===== config.mk =====
export PLATFORM = sky130hd
export DESIGN_NAME = fwnoc_ni_tx_flat
export DESIGN_NICKNAME = d
export VERILOG_FILES = /design/src/rtl/fwnoc_ni_tx_if.sv /design/src/rtl/fwnoc_ni_tx.sv /design/src/flat_wrapper.sv
export SDC_FILE = /design/constraint.sdc
export NUM_CORES = 1
export LEC_CHECK = 0
export CAP_MARGIN = 25
export CELL_PAD_IN_SITES_DETAIL_PLACEMENT = 0
export CELL_PAD_IN_SITES_GLOBAL_PLACEMENT = 1
export CORE_ASPECT_RATIO = 1.75
export CORE_MARGIN = 2
export CORE_UTILIZATION = 28
export CTS_BUF_LIST = sky130_fd_sc_hd__clkbuf_2 sky130_fd_sc_hd__clkbuf_4 sky130_fd_sc_hd__clkbuf_8
export CTS_CLUSTER_DIAMETER = 200
export DETAILED_ROUTE_END_ITERATION = 6
export PLACE_DENSITY = 0.73
export SLEW_MARGIN = 25
export SYNTH_ARGS = -nofsm -noshare
export SYNTH_HDL_FRONTEND = slang
export SYNTH_SLANG_ARGS = --single-unit
export TNS_END_PERCENT = 50

===== constraint.sdc =====
create_clock -name clock -period 1.8 [get_ports clock]
set_input_delay 0.54 -clock clock [delete_from_list [all_inputs] [get_ports clock]]
set_output_delay 0.54 -clock clock [all_outputs]
set_load 0.03 [all_outputs]

===== src/rtl/fwnoc_ni_tx_if.sv =====
// Handshake bundle between a traffic source and the fwnoc NI transmit stage:
// command channel, payload channel and the flit output toward the NoC ingress port.
interface fwnoc_ni_tx_if;
  logic [7:0]  cmd_dst_x;
  logic [7:0]  cmd_dst_y;
  logic [7:0]  cmd_len;
  logic        cmd_valid;
  logic        cmd_ready;
  logic [31:0] pl_dat;
  logic        pl_valid;
  logic        pl_ready;
  logic [31:0] o_dat;
  logic        o_valid;
  logic        o_ready;

  modport master (
    output cmd_dst_x, cmd_dst_y, cmd_len, cmd_valid, pl_dat, pl_valid, o_ready,
    input  cmd_ready, pl_ready, o_dat, o_valid
  );

  modport slave (
    input  cmd_dst_x, cmd_dst_y, cmd_len, cmd_valid, pl_dat, pl_valid, o_ready,
    output cmd_ready, pl_ready, o_dat, o_valid
  );
endinterface


===== src/rtl/fwnoc_ni_tx.sv =====
// NoC network-interface transmit stage: turns a command plus payload words into
// a header flit followed by len payload flits behind one output register.
module fwnoc_ni_tx #(
  parameter int DATA_WIDTH = 32,
  parameter int SRC_X      = 0,
  parameter int SRC_Y      = 0
) (
  input  logic                clock,
  input  logic                reset,
  fwnoc_ni_tx_if.slave        bus,
  output logic [15:0]         pkt_count
);
  typedef enum logic [0:0] {IDLE = 1'b0, PAYLOAD = 1'b1} state_e;

  localparam logic [3:0] SRC_X_4 = 4'(SRC_X);
  localparam logic [3:0] SRC_Y_4 = 4'(SRC_Y);

  state_e                state_q, state_d;
  logic [7:0]            remaining_q, remaining_d;
  logic                  o_valid_q, o_valid_d;
  logic [DATA_WIDTH-1:0] o_dat_q, o_dat_d;
  logic                  last_q, last_d;
  logic [15:0]           pkt_count_q, pkt_count_d;
  logic                  or_free_s;
  logic                  cmd_ready_s;
  logic                  pl_ready_s;
  logic                  cmd_fire_s;
  logic                  pl_fire_s;

  // Input-side handshakes: only one channel is open at a time, and only when the OR can take a flit.
  always_comb begin
    or_free_s = !o_valid_q || bus.o_ready;
    if (reset) begin
      cmd_ready_s = 1'b0;
      pl_ready_s  = 1'b0;
    end else if (state_q == IDLE) begin
      cmd_ready_s = or_free_s;
      pl_ready_s  = 1'b0;
    end else begin
      cmd_ready_s = 1'b0;
      pl_ready_s  = or_free_s;
    end
    cmd_fire_s = bus.cmd_valid && cmd_ready_s;
    pl_fire_s  = bus.pl_valid && pl_ready_s;
  end

  // Next-state for the packet FSM, the output register and the packet counter.
  always_comb begin
    state_d     = state_q;
    remaining_d = remaining_q;
    o_valid_d   = o_valid_q;
    o_dat_d     = o_dat_q;
    last_d      = last_q;
    if (o_valid_q && bus.o_ready && last_q) begin
      pkt_count_d = pkt_count_q + 16'd1;
    end else begin
      pkt_count_d = pkt_count_q;
    end
    if (cmd_fire_s) begin
      o_valid_d = 1'b1;
      o_dat_d   = {SRC_Y_4, SRC_X_4, bus.cmd_len, bus.cmd_dst_y, bus.cmd_dst_x};
      if (bus.cmd_len == 8'd0) begin
        // Header-only packet: stay in IDLE so the next command can follow immediately.
        last_d  = 1'b1;
        state_d = IDLE;
      end else begin
        last_d      = 1'b0;
        remaining_d = bus.cmd_len;
        state_d     = PAYLOAD;
      end
    end else if (pl_fire_s) begin
      o_valid_d   = 1'b1;
      o_dat_d     = bus.pl_dat;
      remaining_d = remaining_q - 8'd1;
      if (remaining_q == 8'd1) begin
        last_d  = 1'b1;
        state_d = IDLE;
      end else begin
        last_d  = 1'b0;
        state_d = PAYLOAD;
      end
    end else if (or_free_s) begin
      o_valid_d = 1'b0;
    end else begin
      o_valid_d = o_valid_q;
    end
  end

  // State registers; reset discards any partial packet.
  always_ff @(posedge clock) begin
    if (reset) begin
      state_q     <= IDLE;
      remaining_q <= 8'd0;
      o_valid_q   <= 1'b0;
      o_dat_q     <= '0;
      last_q      <= 1'b0;
      pkt_count_q <= 16'd0;
    end else begin
      state_q     <= state_d;
      remaining_q <= remaining_d;
      o_valid_q   <= o_valid_d;
      o_dat_q     <= o_dat_d;
      last_q      <= last_d;
      pkt_count_q <= pkt_count_d;
    end
  end

  assign bus.cmd_ready = cmd_ready_s;
  assign bus.pl_ready  = pl_ready_s;
  assign bus.o_valid   = o_valid_q;
  assign bus.o_dat     = o_dat_q;
  assign pkt_count     = pkt_count_q;
endmodule


===== src/flat_wrapper.sv =====
// flat-port wrapper written by rule: the top's interface ports become plain ports
module fwnoc_ni_tx_flat 
#(
  parameter int DATA_WIDTH = 32,
  parameter int SRC_X      = 0,
  parameter int SRC_Y      = 0
)
  (clock, reset, pkt_count, bus_cmd_dst_x, bus_cmd_dst_y, bus_cmd_len, bus_cmd_valid, bus_pl_dat, bus_pl_valid, bus_o_ready, bus_cmd_ready, bus_pl_ready, bus_o_dat, bus_o_valid);
  fwnoc_ni_tx_if bus_i ();
  input  logic clock;
  input  logic reset;
  output logic [15:0] pkt_count;
  input wire logic [$bits(bus_i.cmd_dst_x)-1:0] bus_cmd_dst_x;
  input wire logic [$bits(bus_i.cmd_dst_y)-1:0] bus_cmd_dst_y;
  input wire logic [$bits(bus_i.cmd_len)-1:0] bus_cmd_len;
  input wire logic [$bits(bus_i.cmd_valid)-1:0] bus_cmd_valid;
  input wire logic [$bits(bus_i.pl_dat)-1:0] bus_pl_dat;
  input wire logic [$bits(bus_i.pl_valid)-1:0] bus_pl_valid;
  input wire logic [$bits(bus_i.o_ready)-1:0] bus_o_ready;
  output wire logic [$bits(bus_i.cmd_ready)-1:0] bus_cmd_ready;
  output wire logic [$bits(bus_i.pl_ready)-1:0] bus_pl_ready;
  output wire logic [$bits(bus_i.o_dat)-1:0] bus_o_dat;
  output wire logic [$bits(bus_i.o_valid)-1:0] bus_o_valid;
  assign bus_i.cmd_dst_x = bus_cmd_dst_x;
  assign bus_i.cmd_dst_y = bus_cmd_dst_y;
  assign bus_i.cmd_len = bus_cmd_len;
  assign bus_i.cmd_valid = bus_cmd_valid;
  assign bus_i.pl_dat = bus_pl_dat;
  assign bus_i.pl_valid = bus_pl_valid;
  assign bus_i.o_ready = bus_o_ready;
  assign bus_cmd_ready = bus_i.cmd_ready;
  assign bus_pl_ready = bus_i.pl_ready;
  assign bus_o_dat = bus_i.o_dat;
  assign bus_o_valid = bus_i.o_valid;
  fwnoc_ni_tx #(.DATA_WIDTH(DATA_WIDTH), .SRC_X(SRC_X), .SRC_Y(SRC_Y)) u_core (.clock(clock), .reset(reset), .bus(bus_i), .pkt_count(pkt_count));
endmodule

==> impl_metrics.ini <==
[setup_path]
critPathCaptureType = primary output
cpMostUsedCell = buf_6
cp_cell_sequence = clkdlybuf4s15_2 -> nor2b_4 -> buf_6 -> nor3_4 -> buf_6
cp_max_fo = 4
critPathKind = in -> out
crit_arrival_ps = 1300
startpoint_type = primary input
critPathSlowestCell = clkdlybuf4s15_2
max_stage_delay_ps = 210
critPathRequiredTime_ps = 1260
rrSetupSlack_ps = 90
r2r_cells = 7
worst_r2r_startpoint = u_core.state_q$_SDFFE_PP0P_
reg2reg_to = u_core.remaining_q[4]$_SDFFE_PP0P_

[synthesis]
synth_top_cell_area_share = 0.441
ys_seq_elements = 59
synth.distinct_cells = 42
synthArstFlopShare = 0
synth_area_leaders = dfxtp_1 (44%), nand2_1 (7.3%), nor2_1 (5.9%), a311oi_1 (5.2%), a21oi_1 (3.0%)
synth.largest_area_cell = dfxtp_1
synth_flop_cell = dfxtp_1
syn_inst = 317
syn_avg_cell_area_um2 = 8.46
synth-edff-count = 0
synthesis.area_um2 = 2680
synth_fp_nets = 381
synth_warnings = 0
yosysSeqAreaShare = 0.441

[clock_network]
cts.sinks = 59
cts_buffers = 9
cts_root_buf = clkbuf_8
cts_buffer_depth = 2
clk_transition_reported_paths_ps = 60
worstSkewPairLatency_ps = 340
htreeDepth = 3
cts_tree = built
ctsHoldBuffers = 0

[route]
wl_per_cell_um = 14.3
viasPerCell = 4.70
drt_iter0_markers = 102
vias = 2801
drt_wl_total_mm = 8.50
drcViolationCount = 0
antenna_left = 0
firstDrtPassIters = 4

[timing]
setup_violations = 1
tightest_slew_ps = 459
rsz0062_at_grt = yes
setup_tns_ps = -38.2
clock.fmax_mhz = 544
post-route-min-period_ps = 1840
drv_slew = 0
relSlewSlack = 0.694
hold_viol = 0
post-route-period-util = 1.02
finClkSkew_ps = 12.2
setup_ws_ps = -38.2

[run]
cap_viol_max_count = 0

[worst_hold_path]
hold_path_depth = 2
hp-start = u_core.remaining_q[4]$_SDFFE_PP0P_
hold_path_end = u_core.remaining_q[4]$_SDFFE_PP0P_
hold_path_class = reg -> reg

[global_routing]
antenna_found_initial = 0
grt_max_degree = 32
gr-total-overflow = 0
grt_pass1_wl_mm = 13.4
grt_pass1_vias = 2763
grt_util_all_layers = 0.162

[layout]
diodes = 0
drive_above_1_share = 0.200
mostFrequentLayoutCells = dfxtp_1 (57), clkdlybuf4s50_1 (52), nand2_1 (50), dlygate4sd2_1 (50), buf_4 (42)
layout_commonest_cell = dfxtp_1
fillers = 1003
area_delta_synth_final_pct = 68.8
fin_nets = 533

[power_and_ir_drop]
max-vdd-ir-drop_mv = 0.392
p_leak_nw = 1.95
power.density_nw_per_um2 = 790

[floorplan]
rows = 47
ioPinCount = 112
core_area_um2 = 9410
start_util = 0.285
die_w_um = 78.0
design.die.area_um2 = 10400
die_h_um = 133

[placement]
dp_hpwl_mm = 6.23
place_ws_ps = -584
io_buffers = 111
globalplace.congestion = 0.808

[status]
violations = negative setup slack
outcome = finished with violations
## registers in the layout (all words and copies together), names as in the netlist
signal and flops:
u_core.bus.o_valid 1, u_core.remaining_q 8, u_core.bus.o_dat 32, u_core.state_q 1
u_core.pkt_count 16, u_core.last_q 1
## cells in the mapped netlist, types with 2 or more instances
library cell	number
nand3_1	13
nor3_1	11
a21o_1	2
nor2_1	42
clkbuf_1	8
a311oi_1	16
nand2_1	52
and3_1	4
mux2i_1	8
nor3b_1	3
inv_1	8
nor4_1	7
or3_1	2
buf_6	3
xor2_1	7
nand4_1	2
a22oi_1	7
o21ai_1	2
ha_1	3
buf_2	9
a211oi_1	3
o32ai_1	2
a21oi_1	16
a31oi_1	2
xnor2_1	9
dfxtp_1	59
o21ai_0	2
## critical path: cells and delay by family
kind | cells | cell delay [ps]
buf+inv | 3 | 480
simple gates | 2 | 270
## where the power goes
part	switching [mW]	internal [mW]
combinational	0.411	0.394
sequential	0.0454	1.38
clock	0.549	0.797
## final cells by class
type                    instances  area, um^2  area share
well taps                     122         153      0.0337
repair buffers                162        1490       0.329
clock buffers                  10         131      0.0290
inverters                       8        30.0     0.00664
clock inverters                 6        90.1      0.0199
multi-input cells             229        1450       0.320
flip-flops and latches         59        1180       0.262
## how the worst max path moves through the flow
| stage | start | to | slack, ps | depth (start not counted) |
|---|---|---|---|---|
| global route | u_core.bus.o_valid$_SDFFE_PP0P_ | bus_cmd_ready | -80 | 4 |
| CTS | u_core.bus.o_valid$_SDFFE_PP0P_ | bus_cmd_ready | -70 | 4 |
| floorplan | u_core.bus.o_valid$_SDFFE_PP0P_ | u_core.remaining_q[7]$_SDFFE_PP0P_ | -30 | 6 |
| finish | bus_o_ready | bus_cmd_ready | -40 | 5 |
| global placement | bus_o_ready | u_core.remaining_q[3]$_SDFFE_PP0P_ | -590 | 8 |
| detailed placement | bus_o_ready | u_core.remaining_q[0]$_SDFFE_PP0P_ | -580 | 8 |
## what timing repair did
action                                  4_1_cts  5_1_grt
resized for setup                            70       18
setup buffers                                 5        2
pin swaps                                     7       11
endpoints found under the setup margin       91       22
## kinds of logic (layout without fill, tap and decap cells)
| family | after synthesis | count (layout) | synth area share |
|---|---|---|---|
| fa+ha+maj | 3 | 3 | 0.0140 |
| compound gates | 59 | 59 | 0.166 |
| buf+inv | 29 | 186 | 0.0532 |
| flops | 59 | 59 | 0.441 |
| simple gates | 143 | 143 | 0.244 |
| mux | 8 | 8 | 0.0299 |
| xor+xnor | 16 | 16 | 0.0523 |
## through the flow
| stage | cells | power, mW | cell area [um^2] | hold slack, ps | utilization |
|---|---|---|---|---|---|
| after CTS | 595 | 3.61 | 4470 | 487 | 0.475 |
| after global routing | 596 | 3.75 | 4530 | 494 | 0.481 |
| final | 596 | 3.58 | 4530 | 475 | 0.481 |
| after global placement | 575 | 2.25 | 4220 | 464 | 0.449 |
| after floorplan | 317 | 1.87 | 2710 | 445 | - |
| after detailed placement | 575 | 2.25 | 4220 | 477 | 0.449 |
## per-layer routing
metal  track usage  part of all wire  vias up
li1              -                 -     1416
met1         0.180              0.39     1291
met2         0.296              0.54       80
met3        0.0325             0.042       14
met4        0.0702             0.023        0
met5             0                 0        -
(Power assumes the default switching activity.)
